**config.mk**
```make
export PLATFORM = sky130hd
export DESIGN_NAME = bka_pipe_addsub
export DESIGN_NICKNAME = d
export VERILOG_FILES = /design/src/rtl/bka_pipe_addsub.sv
export SDC_FILE = /design/constraint.sdc
export NUM_CORES = 1
export LEC_CHECK = 0
export ABC_AREA = 0
export CAP_MARGIN = 0
export CORE_ASPECT_RATIO = 1.1
export CORE_UTILIZATION = 40
export DETAILED_ROUTE_END_ITERATION = 6
export GPL_ROUTABILITY_DRIVEN = 0
export SLEW_MARGIN = 20
export SYNTH_ARGS = -nofsm -noshare
export SYNTH_HDL_FRONTEND = slang
export SYNTH_SLANG_ARGS = --single-unit
```
**constraint.sdc**
```tcl
create_clock -name clk -period 2.7 [get_ports clk]
set_input_delay 0.27 -clock clk [delete_from_list [all_inputs] [get_ports clk]]
set_output_delay 0.27 -clock clk [all_outputs]
set_load 0.005 [all_outputs]
```
**src/rtl/bka_pipe_addsub.sv**
```systemverilog
// bka_pipe_addsub: parametrised Brent-Kung adder/subtractor with 1..3 register
// stages and a valid/ready handshake. The pipeline stalls as a whole whenever
// a result is held at the output and not taken; otherwise every stage advances.
module bka_pipe_addsub #(
   parameter int WIDTH       = 32,
   parameter int PIPE_STAGES = 3
) (
   input  logic             clk,
   input  logic             rst_n,
   input  logic             in_valid,
   output logic             in_ready,
   input  logic [WIDTH-1:0] a,
   input  logic [WIDTH-1:0] b,
   input  logic             cin,
   input  logic             op,
   output logic             out_valid,
   input  logic             out_ready,
   output logic [WIDTH-1:0] s,
   output logic [WIDTH-1:0] c,
   output logic             cout,
   output logic             ovf,
   output logic             zero
);
   localparam int LG = $clog2(WIDTH);

   logic             advance_s;
   // pre-processing results (next state of the first cut)
   logic [WIDTH-1:0] s1_p_d, s1_g_d;
   logic             s1_cin_d;
   // up-sweep inputs (after the optional first cut)
   logic [WIDTH-1:0] up_p_s, up_g_s;
   logic             up_cin_s, up_v_s;
   // up-sweep results (next state of the second cut)
   logic [WIDTH-1:0] s2_gp_d, s2_gg_d;
   // down-sweep inputs (after the optional second cut)
   logic [WIDTH-1:0] dn_gp_s, dn_gg_s, dn_p_s;
   logic             dn_cin_s, dn_v_s;
   // final carries, sum and flags (next state of the output register)
   logic [WIDTH-1:0] out_c_d, out_s_d;
   logic             out_ovf_d, out_zero_d;
   // output register
   logic [WIDTH-1:0] out_s_q, out_c_q;
   logic             out_v_q, out_ovf_q, out_zero_q;

   // A held, unconsumed result freezes the whole pipe.
   assign advance_s = !(out_v_q && !out_ready);
   assign in_ready  = advance_s;

   // Pre-processing: subtract inverts b and forces the carry-in to one.
   always_comb begin
      if (op) begin
         s1_p_d   = a ^ ~b;
         s1_g_d   = a & ~b;
         s1_cin_d = 1'b1;
      end else begin
         s1_p_d   = a ^ b;
         s1_g_d   = a & b;
         s1_cin_d = cin;
      end
   end

   if (PIPE_STAGES == 3) begin : g_cut1
      logic [WIDTH-1:0] p_q, g_q;
      logic             cin_q, v_q;
      // First cut: hold per-bit propagate/generate and the effective carry-in.
      always_ff @(posedge clk) begin
         if (!rst_n) begin
            p_q   <= {WIDTH{1'b0}};
            g_q   <= {WIDTH{1'b0}};
            cin_q <= 1'b0;
            v_q   <= 1'b0;
         end else if (advance_s) begin
            p_q   <= s1_p_d;
            g_q   <= s1_g_d;
            cin_q <= s1_cin_d;
            v_q   <= in_valid;
         end
      end
      assign up_p_s   = p_q;
      assign up_g_s   = g_q;
      assign up_cin_s = cin_q;
      assign up_v_s   = v_q;
   end else begin : g_nocut1
      assign up_p_s   = s1_p_d;
      assign up_g_s   = s1_g_d;
      assign up_cin_s = s1_cin_d;
      assign up_v_s   = in_valid;
   end

   // Up-sweep: carry-in folded into bit 0, then log2(WIDTH) combine levels.
   always_comb begin
      s2_gp_d    = up_p_s;
      s2_gg_d    = up_g_s;
      s2_gg_d[0] = up_g_s[0] | (up_p_s[0] & up_cin_s);
      for (int l = 0; l < LG; l++) begin
         for (int i = (2 ** (l + 1)) - 1; i < WIDTH; i += 2 ** (l + 1)) begin
            s2_gg_d[i] = s2_gg_d[i] | (s2_gp_d[i] & s2_gg_d[i - (2 ** l)]);
            s2_gp_d[i] = s2_gp_d[i] & s2_gp_d[i - (2 ** l)];
         end
      end
   end

   if (PIPE_STAGES >= 2) begin : g_cut2
      logic [WIDTH-1:0] gp_q, gg_q, p_q;
      logic             cin_q, v_q;
      // Second cut: hold group propagate/generate plus what the sum still needs.
      always_ff @(posedge clk) begin
         if (!rst_n) begin
            gp_q  <= {WIDTH{1'b0}};
            gg_q  <= {WIDTH{1'b0}};
            p_q   <= {WIDTH{1'b0}};
            cin_q <= 1'b0;
            v_q   <= 1'b0;
         end else if (advance_s) begin
            gp_q  <= s2_gp_d;
            gg_q  <= s2_gg_d;
            p_q   <= up_p_s;
            cin_q <= up_cin_s;
            v_q   <= up_v_s;
         end
      end
      assign dn_gp_s  = gp_q;
      assign dn_gg_s  = gg_q;
      assign dn_p_s   = p_q;
      assign dn_cin_s = cin_q;
      assign dn_v_s   = v_q;
   end else begin : g_nocut2
      assign dn_gp_s  = s2_gp_d;
      assign dn_gg_s  = s2_gg_d;
      assign dn_p_s   = up_p_s;
      assign dn_cin_s = up_cin_s;
      assign dn_v_s   = up_v_s;
   end

   // Down-sweep fills the remaining carry positions, then sum and flags.
   always_comb begin
      out_c_d = dn_gg_s;
      for (int l = LG - 2; l >= 0; l--) begin
         for (int i = (3 * (2 ** l)) - 1; i < WIDTH; i += 2 ** (l + 1)) begin
            out_c_d[i] = out_c_d[i] | (dn_gp_s[i] & out_c_d[i - (2 ** l)]);
         end
      end
      out_s_d    = dn_p_s;
      out_s_d[0] = dn_p_s[0] ^ dn_cin_s;
      for (int i = 1; i < WIDTH; i++) begin
         out_s_d[i] = dn_p_s[i] ^ out_c_d[i - 1];
      end
      out_ovf_d  = out_c_d[WIDTH-1] ^ out_c_d[WIDTH-2];
      out_zero_d = (out_s_d == {WIDTH{1'b0}});
   end

   // Output register: every result field is held while the consumer stalls.
   always_ff @(posedge clk) begin
      if (!rst_n) begin
         out_s_q    <= {WIDTH{1'b0}};
         out_c_q    <= {WIDTH{1'b0}};
         out_ovf_q  <= 1'b0;
         out_zero_q <= 1'b0;
         out_v_q    <= 1'b0;
      end else if (advance_s) begin
         out_s_q    <= out_s_d;
         out_c_q    <= out_c_d;
         out_ovf_q  <= out_ovf_d;
         out_zero_q <= out_zero_d;
         out_v_q    <= dn_v_s;
      end
   end

   assign out_valid = out_v_q;
   assign s         = out_s_q;
   assign c         = out_c_q;
   assign cout      = out_c_q[WIDTH-1];
   assign ovf       = out_ovf_q;
   assign zero      = out_zero_q;

endmodule

```
# Word-level counts from Yosys, hierarchy flattened

Cells that the tools add are included.

Reduce and logical (&&, ||, !) cells: 4
$add $sub $neg: 0
Mux-type cells: 3
Magnitude comparators: 0
Bitwise gates (word level): 184
Divide/modulo/power cells: 0
Shift operators: 0
$mul: 0
Equal/unequal tests: 0

Operators with widths:

| kind               | number |
|---|---|
| bitwise AND 1 bit  | 88 |
| bitwise AND 32 bit | 2 |
| 2-to-1 mux 32 bit  | 2 |
| bitwise XOR 32 bit | 2 |
| bitwise OR 1 bit   | 58 |
| bitwise XOR 1 bit  | 33 |
| logical NOT 32 bit | 1 |
| NOT 32 bit         | 1 |
| logical NOT 1 bit  | 2 |
| logical AND 1 bit  | 1 |
| 2-to-1 mux 1 bit   | 1 |

Bits in writable memories: 0
Bits in latches: 0
Output and inout port bits: 69
Memories: 0
ROM bits: 0
Flip-flop bits (word level): 230
Logic and storage cells: 205

# Logic depth before layout (Yosys ltp)

Word-level depth: 12
Mapped depth: 10

# Worst setup path before layout

Ideal clock, no wire load.

Kind: register to register
From: register g_cut2.gg_q[15], in the netlist dn_gg_s[15]
To: register out_zero_q, in the netlist zero
Slack: 0.730 ns
Path buffers: 0
Arrival: 1.912 ns
Cell stages (with the launch flop): 11
Cells stage by stage: dfxtp_1 -> a21o_1 -> a21o_1 -> a21o_1 -> ha_1 -> nor4_1 -> nand3_1 -> nor3_2 -> nand4_1 -> nor4_2 -> o21a_1

Elaborated cells on any way between the ends: 47
Those cells by class: bitwise (46); reduce/logical (1)

RTL lines:

| element                | RTL line | text |
|---|---|---|
| start, declared        | 104      | `logic [WIDTH-1:0] gp_q, gg_q, p_q;` |
| start signal, assigned | 110      | `gg_q <= {WIDTH{1'b0}};` |
| start signal, assigned | 116      | `gg_q <= s2_gg_d;` |
| bitwise AND 1 bit      | 140      | `out_c_d[i] = out_c_d[i] \| (dn_gp_s[i] & out_c_d[i - (2 ** l)]);` |
| bitwise OR 1 bit       | 140      |  |
| via out_c_d[23]        | 39       | `logic [WIDTH-1:0] out_c_d, out_s_d;` |
| bitwise AND 1 bit      | 140      |  |
| bitwise OR 1 bit       | 140      |  |
| via out_c_d[27]        | 39       |  |
| bitwise AND 1 bit      | 140      |  |
| bitwise OR 1 bit       | 140      |  |
| via out_c_d[29]        | 39       |  |
| bitwise XOR 1 bit      | 146      | `out_s_d[i] = dn_p_s[i] ^ out_c_d[i - 1];` |
| via out_s_d[30]        | 39       |  |
| logical NOT 32 bit     | 149      | `out_zero_d = (out_s_d == {WIDTH{1'b0}});` |
| end signal, assigned   | 164      | `out_zero_q <= out_zero_d;` |
| end, declared          | 43       | `logic out_v_q, out_ovf_q, out_zero_q;` |

The timed path passes the listed nets, and every way through them passes these cells.
A chain may end at the register's enable or synchronous reset.

# Worst setup path after layout

Same ends and word-level chain as after synthesis.

==> results.md <==
### Logic synthesis
- 0.194 — area share of and/or/nand/nor cells after synthesis
- 0.456 — portion of the post-synthesis area used by sequential elements
- 0.0638 — arithmetic-cell share of the synthesized area counting full adders, half adders and majority gates
- compound AO/OA/AOI/OAI gates — largest family of logic cells by synthesized area
- 0.200 — fraction of the mapped netlist area in compound gates
- 0 — number of warnings reported in the yosys synthesis log
- 0 — multiplexer fraction of the synthesized cell area
- 8.62 um^2 — post-synthesis area per instance
- 0.0475 — parity-gate share of the synthesized area counting xor and xnor cells
- 37 — Unique masters post-synth
- 1070 — post-synthesis cell count
- 210 — count of state elements after synthesis
- 9220 um^2 — cell area after technology mapping
- 1187 — nets in the synthesized netlist

### Power
- 0.411 — clock power share
- 0.363 mV — worst vdd ir
- 0.240 — sw frac
- 0.472 — part of the total power dissipated in sequential elements
- 0.00558 W — internal power summed over all cells
- 638 nW/um^2 — pwr/cell area
- 4.82 nW — leakage power of the design
- 0.00176 W — switching power summed over all nets
- 0.00734 W — overall power
- 0.117 — Combinational Power Share

### Timing
- 0 ns — final-layout setup total negative slack
- 0.00966 ns — Fin Clk Skew
- no — unrepaired setup endpoints after global routing
- 0 — final slew viol count
- 0.849 — Period Utilization, post-route
- 0 — total of endpoints with negative setup slack in the final report
- 0.577 ns — Least-Margin Pin Slew
- 436 MHz — Max Clock Freq
- 0.407 ns — Setup WS post-layout
- 0.615 — tightest slew margin relative to the limit
- 2.29 ns — final period demand of the worst path
- 0 — Hold Violations, Final

### Critical path
- reg2reg — category of the most critical setup path
- sky130_fd_sc_hd__dfxtp_1 — Critical-path top delay cell
- 6 — worst-path fanout max
- 3.14 ns — worst path required time
- flop — startpoint kind of the worst setup timing path
- 2.74 ns — endpoint arrival time on the critical path
- 0 — buffering stage count on the worst path with inverters included
- compound AO/OA/AOI/OAI gates — dominant delay contributor by cell family on the critical path
- flop — type of element capturing the critical path
- 0.37 ns — crit-path max cell delay
- a21o_1, a21o_1, a21o_1, ha_1, nor4_1, nand3_1, nor3_2, nand4_1, nor4_2, o21a_1 — ordered list of cells on the worst path
- sky130_fd_sc_hd__a21o_1 — most repeated library cell on the critical path

### Hold path
- in2reg — Hold/Removal Path Class

### Placement
- 10800 um^2 — placed cell area
- 0.445 ns — worst slack at placement
- 15400 um — HPWL Detailed
- 138 — Port Buffers

### Global routing
- 6975 — via count of the first global-routing pass
- 0 — residual overflow from global routing
- 36000 um — global-route wire length before repair
- 0.188 — total routing usage reported by global routing
- 0 — initial antenna violation count
- 93 — maximum number of pins on one net before global-route repair

### Die
- 23700 um^2 — area of the die
- 161 um — Chip Height
- 147 um — x dimension of the die
- 0.413 — initial cell density of the core
- 57 — cell row count
- 22300 um^2 — area of the core region
- 139 — IO Count

### Finish
- 0.0491 — fraction of final layout cells sized beyond drive strength 1
- 1286 — net count of the finished layout
- 11500 um^2 — final design area excluding fillers
- sky130_fd_sc_hd__nand2_1, sky130_fd_sc_hd__dfxtp_1, sky130_fd_sc_hd__a21boi_0 — commonest non-fill, non-tap cells in the layout
- sky130_fd_sc_hd__nand2_1 — most common cell after layout, fill and taps aside
- 0 — antenna diode count
- 24.9% — layout overhead on the synthesized area

### Clock network
- 0.50 ns — source-to-sink clock delay at the later pin of the worst-skew pair
- 1 — number of H-tree levels
- 3 — number of buffers between clock root and the deepest sink
- sky130_fd_sc_hd__clkbuf_16 — cell at the root of the clock tree
- 0 — number of setup buffers added after CTS
- yes — TritonCTS clock tree
- 0.06 ns — clock transition at the register clock pins on the worst setup and hold paths after CTS
- 0 — count of cells resized by post-cts repair
- 0 — hold buffer count at cts
- 22 — number of CTS-inserted buffers
- 210 — TritonCTS Sinks

### Route
- 4.91 — via density per instance
- 15.0 um — wire length per cell after detailed routing
- 7251 — vias
- 22100 um — Post-Route WL
- 0 — number of remaining DRC errors
- 0 — ANT nets after route
- 4 — first-pass detailed-route iteration total
- 399 — number of violations reported at the end of detailed-routing iteration 0

### Flow run
- 0 — max-cap violations

### Status
- complete, no violations — run status

[logic make-up after synthesis]
group	Yosys count
flops	210
buf+inv	79
xor+xnor	50
fa+ha+maj	47
compound gates	246
simple gates	438
[flip-flops by register name, summed over array words and instances (netlist names)]
name and cells:
c 32, dn_cin_s 1, dn_gg_s 32, dn_gp_s 26, dn_p_s 17, dn_v_s 1, g_cut1.cin_q 1, g_cut1.g_q 32
g_cut1.p_q 32, g_cut1.v_q 1, out_valid 1, ovf 1, s 32, zero 1
[per-stage QoR]
stage	hold slack (ns)	std cells	utilization
2_1_floorplan	0.417	1070	-
3_3_place_gp	0.449	1440	0.483
3_5_place_dp	0.456	1440	0.483
4_1_cts	0.146	1477	0.516
5_1_grt	0.153	1477	0.516
6_report	0.157	1477	0.516
[cells in the mapped netlist]
cell | number | area (um^2)
sky130_fd_sc_hd__and4_1 | 2 | 17.5
sky130_fd_sc_hd__and2_1 | 9 | 56.3
sky130_fd_sc_hd__nor4_2 | 2 | 25.0
sky130_fd_sc_hd__ha_1 | 47 | 588
sky130_fd_sc_hd__buf_2 | 38 | 190
sky130_fd_sc_hd__nor3_1 | 3 | 15.0
sky130_fd_sc_hd__nor2_1 | 28 | 105
sky130_fd_sc_hd__a221oi_2 | 1 | 15.0
sky130_fd_sc_hd__a21boi_0 | 163 | 1220
sky130_fd_sc_hd__nor2_2 | 5 | 31.3
sky130_fd_sc_hd__xor2_1 | 37 | 324
sky130_fd_sc_hd__nor3b_1 | 7 | 52.6
sky130_fd_sc_hd__o211a_1 | 26 | 260
sky130_fd_sc_hd__nor2b_4 | 1 | 13.8
sky130_fd_sc_hd__o21bai_1 | 1 | 7.51
sky130_fd_sc_hd__a21o_1 | 15 | 113
sky130_fd_sc_hd__xnor2_1 | 13 | 114
sky130_fd_sc_hd__buf_4 | 1 | 7.51
sky130_fd_sc_hd__a211oi_2 | 1 | 12.5
sky130_fd_sc_hd__buf_1 | 1 | 3.75
sky130_fd_sc_hd__inv_1 | 5 | 18.8
sky130_fd_sc_hd__a21oi_1 | 15 | 75.1
sky130_fd_sc_hd__nand3_1 | 8 | 40.0
sky130_fd_sc_hd__a221oi_1 | 1 | 8.76
sky130_fd_sc_hd__nand4_1 | 7 | 43.8
sky130_fd_sc_hd__o31a_1 | 1 | 8.76
sky130_fd_sc_hd__nor3_2 | 1 | 10.0
sky130_fd_sc_hd__dfxtp_1 | 210 | 4200
sky130_fd_sc_hd__clkbuf_1 | 33 | 124
sky130_fd_sc_hd__o21ai_0 | 15 | 75.1
sky130_fd_sc_hd__buf_6 | 1 | 11.3
sky130_fd_sc_hd__o22ai_1 | 1 | 6.26
sky130_fd_sc_hd__nor4_1 | 4 | 25.0
sky130_fd_sc_hd__o21a_1 | 3 | 22.5
sky130_fd_sc_hd__o22a_1 | 1 | 8.76
sky130_fd_sc_hd__o21ai_1 | 2 | 10.0
sky130_fd_sc_hd__nand2_1 | 361 | 1360
[worst register-to-register path, cell delays in order, from the launching register on]
cell                      delay, ns
sky130_fd_sc_hd__dfxtp_1       0.37
sky130_fd_sc_hd__a21o_1        0.22
sky130_fd_sc_hd__a21o_1        0.22
sky130_fd_sc_hd__a21o_1        0.20
sky130_fd_sc_hd__ha_1          0.29
sky130_fd_sc_hd__nor4_1        0.20
sky130_fd_sc_hd__nand3_1       0.15
sky130_fd_sc_hd__nor3_2        0.14
sky130_fd_sc_hd__nand4_1       0.14
sky130_fd_sc_hd__nor4_2        0.16
sky130_fd_sc_hd__o21a_1        0.16
[worst paths after layout]
kind / from / endpoint / slack (ns) / cells past startpoint
setup reg to reg: dn_gg_s[15] / zero / 0.41 / 10
hold reg to reg: s[16] / s[16] / 0.46 / 2
setup / recovery: dn_gg_s[15] / zero / 0.41 / 10
hold / removal: rst_n / c[30] / 0.16 / 2
[power by group through the flow]
stage / registers [W] / clock network, W / logic [W]
global placement: 0.00353 / 0 / 0.000867
floorplan: 0.00348 / 0 / 0.000494
CTS: 0.00347 / 0.00309 / 0.000881
detailed placement: 0.00353 / 0 / 0.000871
finish: 0.00346 / 0.00302 / 0.000863
global route: 0.00349 / 0.00322 / 0.000977
[area by class of cell]
cell class,instances,area (um^2)
Clock buffer,34,687
Tap cell,295,369
Multi-Input combinational cell,781,4660
Sequential cell,210,4200
Fill cell,2181,10800
Clock inverter,3,40.0
Timing Repair Buffer,149,1530
Inverter,5,23.8
[layer usage]
layer | track usage | vias to the layer above | wire length, um
met5 | 0 | - | 0
met4 | 0.0393 | 0 | 268
met3 | 0.0260 | 22 | 951
met2 | 0.326 | 141 | 10700
met1 | 0.248 | 3331 | 10200
li1 | - | 3757 | -
Power figures use the tool's default switching activity.
